**src/rtl/fifo_pkg.sv**
```systemverilog
// Shared async-FIFO definitions: default geometry and Gray/binary conversions.
// The functions work on 32-bit vectors; callers size-cast to their pointer width.
package fifo_pkg;

    localparam int ADDRSIZE_DEF   = 4;
    localparam int DATAWIDTH_DEF  = 8;
    localparam int AEMPTY_THR_DEF = 2;

    function automatic logic [31:0] bin2gray(input logic [31:0] b);
        return b ^ (b >> 1);
    endfunction

    function automatic logic [31:0] gray2bin(input logic [31:0] g);
        logic [31:0] b;
        b = '0;
        for (int i = 0; i < 32; i++) begin
            b[i] = ^(g >> i);
        end
        return b;
    endfunction

endpackage

```
**src/rtl/fifo_rd_ctrl_if.sv**
```systemverilog
// Read-side bundle: synchronised write pointer, memory read port and consumer handshake.
// master = the read controller, slave = memory/synchroniser/consumer around it.
interface fifo_rd_ctrl_if
    import fifo_pkg::*;
#(
    parameter int ADDRSIZE  = ADDRSIZE_DEF,
    parameter int DATAWIDTH = DATAWIDTH_DEF
);

    logic [ADDRSIZE:0]    rq2_wptr;
    logic [DATAWIDTH-1:0] rMEMDATA;
    logic                 rREADY;
    logic [ADDRSIZE-1:0]  rADDR;
    logic [ADDRSIZE:0]    rPTR;
    logic                 rEMPTY;
    logic                 rAEMPTY;
    logic [ADDRSIZE:0]    rLEVEL;
    logic [DATAWIDTH-1:0] rDATA;
    logic                 rVALID;

    modport master (
        input  rq2_wptr, rMEMDATA, rREADY,
        output rADDR, rPTR, rEMPTY, rAEMPTY, rLEVEL, rDATA, rVALID
    );

    modport slave (
        output rq2_wptr, rMEMDATA, rREADY,
        input  rADDR, rPTR, rEMPTY, rAEMPTY, rLEVEL, rDATA, rVALID
    );

endinterface

```
**src/rtl/fifo_gray2bin.sv**
```systemverilog
// Combinational Gray-to-binary converter: each binary bit is the XOR of all Gray bits at or above it.
// Zero latency, no state.
module fifo_gray2bin #(
    parameter int W = 5
) (
    input  logic [W-1:0] gray,
    output logic [W-1:0] bin
);

    for (genvar i = 0; i < W; i++) begin : g_bit
        assign bin[i] = ^gray[W-1:i];
    end

endmodule

```
**src/rtl/fifo_rd_ctrl.sv**
```systemverilog
// Async-FIFO read controller: Gray/binary read pointers, empty/almost-empty/level flags, FWFT output register.
// Latency: non-empty seen on edge N, word presented in rDATA after edge N+1; one word per cycle while rREADY=1.
// Backpressure: rVALID && !rREADY freezes rDATA and the read pointer.
module fifo_rd_ctrl
    import fifo_pkg::*;
#(
    parameter int ADDRSIZE   = ADDRSIZE_DEF,
    parameter int DATAWIDTH  = DATAWIDTH_DEF,
    parameter int AEMPTY_THR = AEMPTY_THR_DEF
) (
    input  logic           rCLK,
    input  logic           rRST,
    fifo_rd_ctrl_if.master bus
);

    localparam int PW = ADDRSIZE + 1;
    localparam logic [PW-1:0] THR = PW'(AEMPTY_THR);

    logic [PW-1:0]        rbin;
    logic [PW-1:0]        rbin_next;
    logic [PW-1:0]        rgray_next;
    logic [PW-1:0]        wbin_s;
    logic [PW-1:0]        level_next;
    logic [PW-1:0]        ptr_q;
    logic [PW-1:0]        level_q;
    logic                 empty_q;
    logic                 aempty_q;
    logic                 valid_q;
    logic [DATAWIDTH-1:0] data_q;
    logic                 pop;

    fifo_gray2bin #(.W(PW)) u_wptr_g2b (
        .gray (bus.rq2_wptr),
        .bin  (wbin_s)
    );

    // Pop uses the registered empty flag, so a freshly synchronised write pointer costs one cycle.
    assign pop        = !empty_q && (!valid_q || bus.rREADY);
    assign rbin_next  = rbin + PW'(pop);
    assign rgray_next = PW'(bin2gray(32'(rbin_next)));
    assign level_next = wbin_s - rbin_next;

    always_ff @(posedge rCLK or posedge rRST) begin
        if (rRST) begin
            rbin     <= '0;
            ptr_q    <= '0;
            empty_q  <= 1'b1;
            aempty_q <= 1'b1;
            level_q  <= '0;
        end else begin
            rbin     <= rbin_next;
            ptr_q    <= rgray_next;
            empty_q  <= (rgray_next == bus.rq2_wptr);
            aempty_q <= (level_next <= THR);
            level_q  <= level_next;
        end
    end

    always_ff @(posedge rCLK or posedge rRST) begin
        if (rRST) begin
            valid_q <= 1'b0;
            data_q  <= '0;
        end else if (pop) begin
            valid_q <= 1'b1;
            data_q  <= bus.rMEMDATA;
        end else if (bus.rREADY) begin
            valid_q <= 1'b0;
        end
    end

    assign bus.rADDR   = rbin[ADDRSIZE-1:0];
    assign bus.rPTR    = ptr_q;
    assign bus.rEMPTY  = empty_q;
    assign bus.rAEMPTY = aempty_q;
    assign bus.rLEVEL  = level_q;
    assign bus.rDATA   = data_q;
    assign bus.rVALID  = valid_q;

    a_hold_under_backpressure: assert property (
        @(posedge rCLK) disable iff (rRST)
        (valid_q && !bus.rREADY) |=> (valid_q && $stable(data_q))
    );

    a_empty_means_no_level: assert property (
        @(posedge rCLK) disable iff (rRST)
        empty_q |-> (level_q == '0)
    );

endmodule

```
**src/flat_wrapper.sv**
```systemverilog
// flat-port wrapper written by rule: the top's interface ports become plain ports
module fifo_rd_ctrl_flat import fifo_pkg::*;
#(
    parameter int ADDRSIZE   = ADDRSIZE_DEF,
    parameter int DATAWIDTH  = DATAWIDTH_DEF,
    parameter int AEMPTY_THR = AEMPTY_THR_DEF
)
  (rCLK, rRST, bus_rq2_wptr, bus_rMEMDATA, bus_rREADY, bus_rADDR, bus_rPTR, bus_rEMPTY, bus_rAEMPTY, bus_rLEVEL, bus_rDATA, bus_rVALID);
  fifo_rd_ctrl_if #(.ADDRSIZE(ADDRSIZE), .DATAWIDTH(DATAWIDTH)) bus_i ();
  input  logic rCLK;
  input  logic rRST;
  input wire logic [$bits(bus_i.rq2_wptr)-1:0] bus_rq2_wptr;
  input wire logic [$bits(bus_i.rMEMDATA)-1:0] bus_rMEMDATA;
  input wire logic [$bits(bus_i.rREADY)-1:0] bus_rREADY;
  output wire logic [$bits(bus_i.rADDR)-1:0] bus_rADDR;
  output wire logic [$bits(bus_i.rPTR)-1:0] bus_rPTR;
  output wire logic [$bits(bus_i.rEMPTY)-1:0] bus_rEMPTY;
  output wire logic [$bits(bus_i.rAEMPTY)-1:0] bus_rAEMPTY;
  output wire logic [$bits(bus_i.rLEVEL)-1:0] bus_rLEVEL;
  output wire logic [$bits(bus_i.rDATA)-1:0] bus_rDATA;
  output wire logic [$bits(bus_i.rVALID)-1:0] bus_rVALID;
  assign bus_i.rq2_wptr = bus_rq2_wptr;
  assign bus_i.rMEMDATA = bus_rMEMDATA;
  assign bus_i.rREADY = bus_rREADY;
  assign bus_rADDR = bus_i.rADDR;
  assign bus_rPTR = bus_i.rPTR;
  assign bus_rEMPTY = bus_i.rEMPTY;
  assign bus_rAEMPTY = bus_i.rAEMPTY;
  assign bus_rLEVEL = bus_i.rLEVEL;
  assign bus_rDATA = bus_i.rDATA;
  assign bus_rVALID = bus_i.rVALID;
  fifo_rd_ctrl #(.ADDRSIZE(ADDRSIZE), .DATAWIDTH(DATAWIDTH), .AEMPTY_THR(AEMPTY_THR)) u_core (.rCLK(rCLK), .rRST(rRST), .bus(bus_i));
endmodule
```
**config.mk**
```make
export PLATFORM = sky130hd
export DESIGN_NAME = fifo_rd_ctrl_flat
export DESIGN_NICKNAME = d
export VERILOG_FILES = /design/src/rtl/fifo_pkg.sv /design/src/rtl/fifo_rd_ctrl_if.sv /design/src/rtl/fifo_gray2bin.sv /design/src/rtl/fifo_rd_ctrl.sv /design/src/flat_wrapper.sv
export SDC_FILE = /design/constraint.sdc
export NUM_CORES = 1
export LEC_CHECK = 0
export CAP_MARGIN = 20
export CORE_MARGIN = 10
export CORE_UTILIZATION = 48
export CTS_BUF_LIST = sky130_fd_sc_hd__clkbuf_8 sky130_fd_sc_hd__clkbuf_16
export CTS_CLUSTER_DIAMETER = 80
export CTS_CLUSTER_SIZE = 14
export DETAILED_ROUTE_END_ITERATION = 12
export PLACE_DENSITY = 0.95
export SLEW_MARGIN = 30
export SYNTH_ARGS = -nofsm -noshare
export SYNTH_HDL_FRONTEND = slang
export SYNTH_SLANG_ARGS = --single-unit
export TNS_END_PERCENT = 5
```
**constraint.sdc**
```tcl
create_clock -name rCLK -period 4.3 [get_ports rCLK]
set_input_delay 0.43 -clock rCLK [delete_from_list [all_inputs] [get_ports rCLK]]
set_output_delay 0.43 -clock rCLK [all_outputs]
set_load 0.005 [all_outputs]
```
==> out/metrics.cfg <==
[yosys]
synth_cell_types = 29
yosys-top-cells-area = dfrtp_1, xor2_1, mux2_2
synth_cells = 99
syn-num-nets = 121
syn_area_per_cell_um2 = 12.47
synth_top_cell_area_share_pct = 46.61
yosys_warnings = 0
netlist_area_mm2 = 0.001235
ys_seq_area_share_pct = 50.86
yosys.area.top_type = dfrtp_1
synth-seq-cells = 25

[flow_run]
maxCapViolCount = 0

[cts]
cts_root_buffer = clkbuf_8
htreeDepth = 1
postCtsSetupBuffers = 0
cts_resized = 0
clockBufferDepth = 2
postCtsHoldBufs = 0
cts_made_buffers = 3
cts.sinks = 25
cts_tree = done
clkLatencyLatePin_ns = 0.27
clkTransAtPathRegs_ns = 0.08

[sta]
finalHoldViolCount = 0
rsz0062_at_grt = no
fin_crit_ns = 3.096
timing.fmax_mhz = 323.0
slew_violations = 0
tightest_slew_ns = 0.8310
setup_viol = 0
slew_headroom_pct = 44.26
finClkSkew_ns = 0.003394
fin_setup_tns_ns = 0
period_share_pct = 72.01

[placed_design]
portBuffers = 40
hpwl_um = 2341
placed_cell_area_mm2 = 0.001675
globalplace.congestion = 0.7880

[finish]
area_growth_pct = 39.41
nets = 166
design_area_mm2 = 0.001722
diodes = 0
fill_cells = 165
fin_util_pct = 69.49
drive_gt1_share_pct = 13.29

[hold_path]
hold_path_end = u_core.bus.rVALID
hold-path-cell-count = 1
hp-class = reg -> reg
hp-start = u_core.bus.rEMPTY

[drt]
viasPerCell = 5.058
wl_per_cell_um = 16.57
vias = 875
drt_iter0_markers = 17
drtAntennaViolNets = 0
route.detailed.drc = 0
drt_wl_total_um = 2866
first_pass_iters = 4

[pwr]
clkPwrFrac_pct = 9.5
p_leak_nw = 0.7801
p_int_mw = 0.8747
irDropWorstVdd_v = 0.0004515
p_per_area_mw_per_mm2 = 826.6
p_sw_share_pct = 38.54
pwr-share-seq_pct = 28.4
comb_power_share_pct = 62.0
p_switching_mw = 0.5485

[setup_path]
crit_path_max_fanout = 9
reg2reg_slack_ns = 1.43
reg2reg_depth = 11
critPathArrivalTime_ns = 3.29
reg2reg_from = u_core.bus.rEMPTY
path_class = in -> reg
cp-end-kind = register
required_ns = 4.50
r2r_end = u_core.bus.rAEMPTY
worstSetupStartpointType = input port

[floorplanning]
core_area_mm2 = 0.002477
die-area_mm2 = 0.005001
die_w_um = 70.72
rows = 18
die_y_um = 70.72
initial_core_util_pct = 49.85
ioPinCount = 41

[grt]
grt_max_degree = 26
grt_overflow_total = 0
grt_pass1_vias = 931
grt_pass1_wl_um = 4657
antenna_found_initial = 0
grt_util_all_layers_pct = 11.59

[outcome]
status = complete, no violations

## registers in the layout, summed over array words and instances, names as in the netlist
| signal | cells |
|---|---|
| u_core.bus.rEMPTY | 1 |
| u_core.bus.rPTR | 5 |
| u_core.rbin | 4 |
| u_core.bus.rLEVEL | 5 |
| u_core.bus.rVALID | 1 |
| u_core.bus.rDATA | 8 |
| u_core.bus.rAEMPTY | 1 |
## area by class of cell
class,count,area [um2],area share [%]
sequential,25,628.1,36.48
multi-input combinational,63,564.3,32.78
timing repair buffer,41,407.9,23.69
clock buffer,3,41.29,2.398
inverter,10,37.54,2.180
tap,30,37.54,2.180
clock inverter,1,5.005,0.2907
## synthesized netlist by cell type, drive strengths merged
cell,number
o21bai,2
and3,1
mux2,8
a22oi,1
and2,1
nand3,3
nand2b,1
ha,6
nor2,4
dfrtp,23
buf,1
inv,10
or3,1
a21oi,2
nor2b,1
nand4,1
xor2,16
maj3,1
nand2,2
a31oi,1
xnor2,6
xnor3,1
nor3,1
dfstp,2
o21ai,1
mux2i,1
o211a,1
## kinds of logic after synthesis
| group | after synthesis | synth area share (%) |
|---|---|---|
| DFF | 25 | 50.86 |
| xor gates and xnor gates | 23 | 18.95 |
| and+or+nand+nor | 16 | 6.485 |
| buffers and inverters | 11 | 3.445 |
| muxes | 9 | 8.106 |
| AOI/OAI and AO/OA | 8 | 5.269 |
| adders and majority gates | 7 | 6.889 |
## critical path, cell delays in order
cell             delay [ns]
clkdlybuf4s50_1        0.48
inv_1                  0.05
a21oi_1                0.13
buf_4                  0.19
ha_1                   0.20
ha_1                   0.20
xor2_1                 0.40
inv_1                  0.09
ha_1                   0.35
inv_1                  0.11
o21bai_4               0.09
or3_1                  0.38
a31oi_1                0.18
## through the flow
step / hold WS [ns] / instances / worst slack [ns] / power (mW)
finish: 0.4742 / 173 / 1.204 / 1.423
global route: 0.4954 / 173 / 1.020 / 1.527
CTS: 0.4785 / 173 / 1.189 / 1.437
detailed placement: 0.4585 / 169 / 0.9182 / 1.297
global placement: 0.4662 / 169 / 1.087 / 1.237
floorplan: 0.4504 / 99 / 1.364 / 0.9349
## power by group through the flow
stage | Sequential (mW) | Clock (mW) | Combinational, mW
after floorplan | 0.414 | 0 | 0.521
after global placement | 0.402 | 0 | 0.836
after detailed placement | 0.410 | 0 | 0.886
after CTS | 0.407 | 0.138 | 0.893
after global routing | 0.417 | 0.149 | 0.961
final | 0.405 | 0.136 | 0.883
## worst max-delay path by stage
stage,startpoint,end,slack [ns],depth (start not counted)
floorplan,bus_rREADY,u_core.bus.rAEMPTY,1.36,11
global placement,bus_rREADY,u_core.bus.rAEMPTY,1.09,13
detailed placement,bus_rREADY,u_core.bus.rAEMPTY,0.92,13
CTS,bus_rREADY,u_core.bus.rAEMPTY,1.19,13
global route,bus_rREADY,u_core.bus.rAEMPTY,1.02,13
finish,bus_rREADY,u_core.bus.rAEMPTY,1.20,13
## routing by layer
metal | track usage, % | wire [um] | vias to the layer above
li1 | - | - | 413
met5 | 0 | 0 | -
met1 | 11.56 | 1124 | 421
met4 | 8.172 | 85 | 0
met2 | 20.08 | 1459 | 34
met3 | 3.487 | 196 | 7
## cells in the final DEF, fill, tap and decap left out, types with 2 or more instances in the layout
cell type / instances
nor2_1: 4
inv_1: 9
clkbuf_8: 3
nand3_1: 3
clkdlybuf4s50_1: 40
xnor2_1: 4
ha_1: 6
dfrtp_1: 23
nand2_1: 2
xor2_1: 16
a21oi_1: 2
dfstp_2: 2
xnor2_2: 2
mux2_2: 8
(Power assumes the default switching activity.)
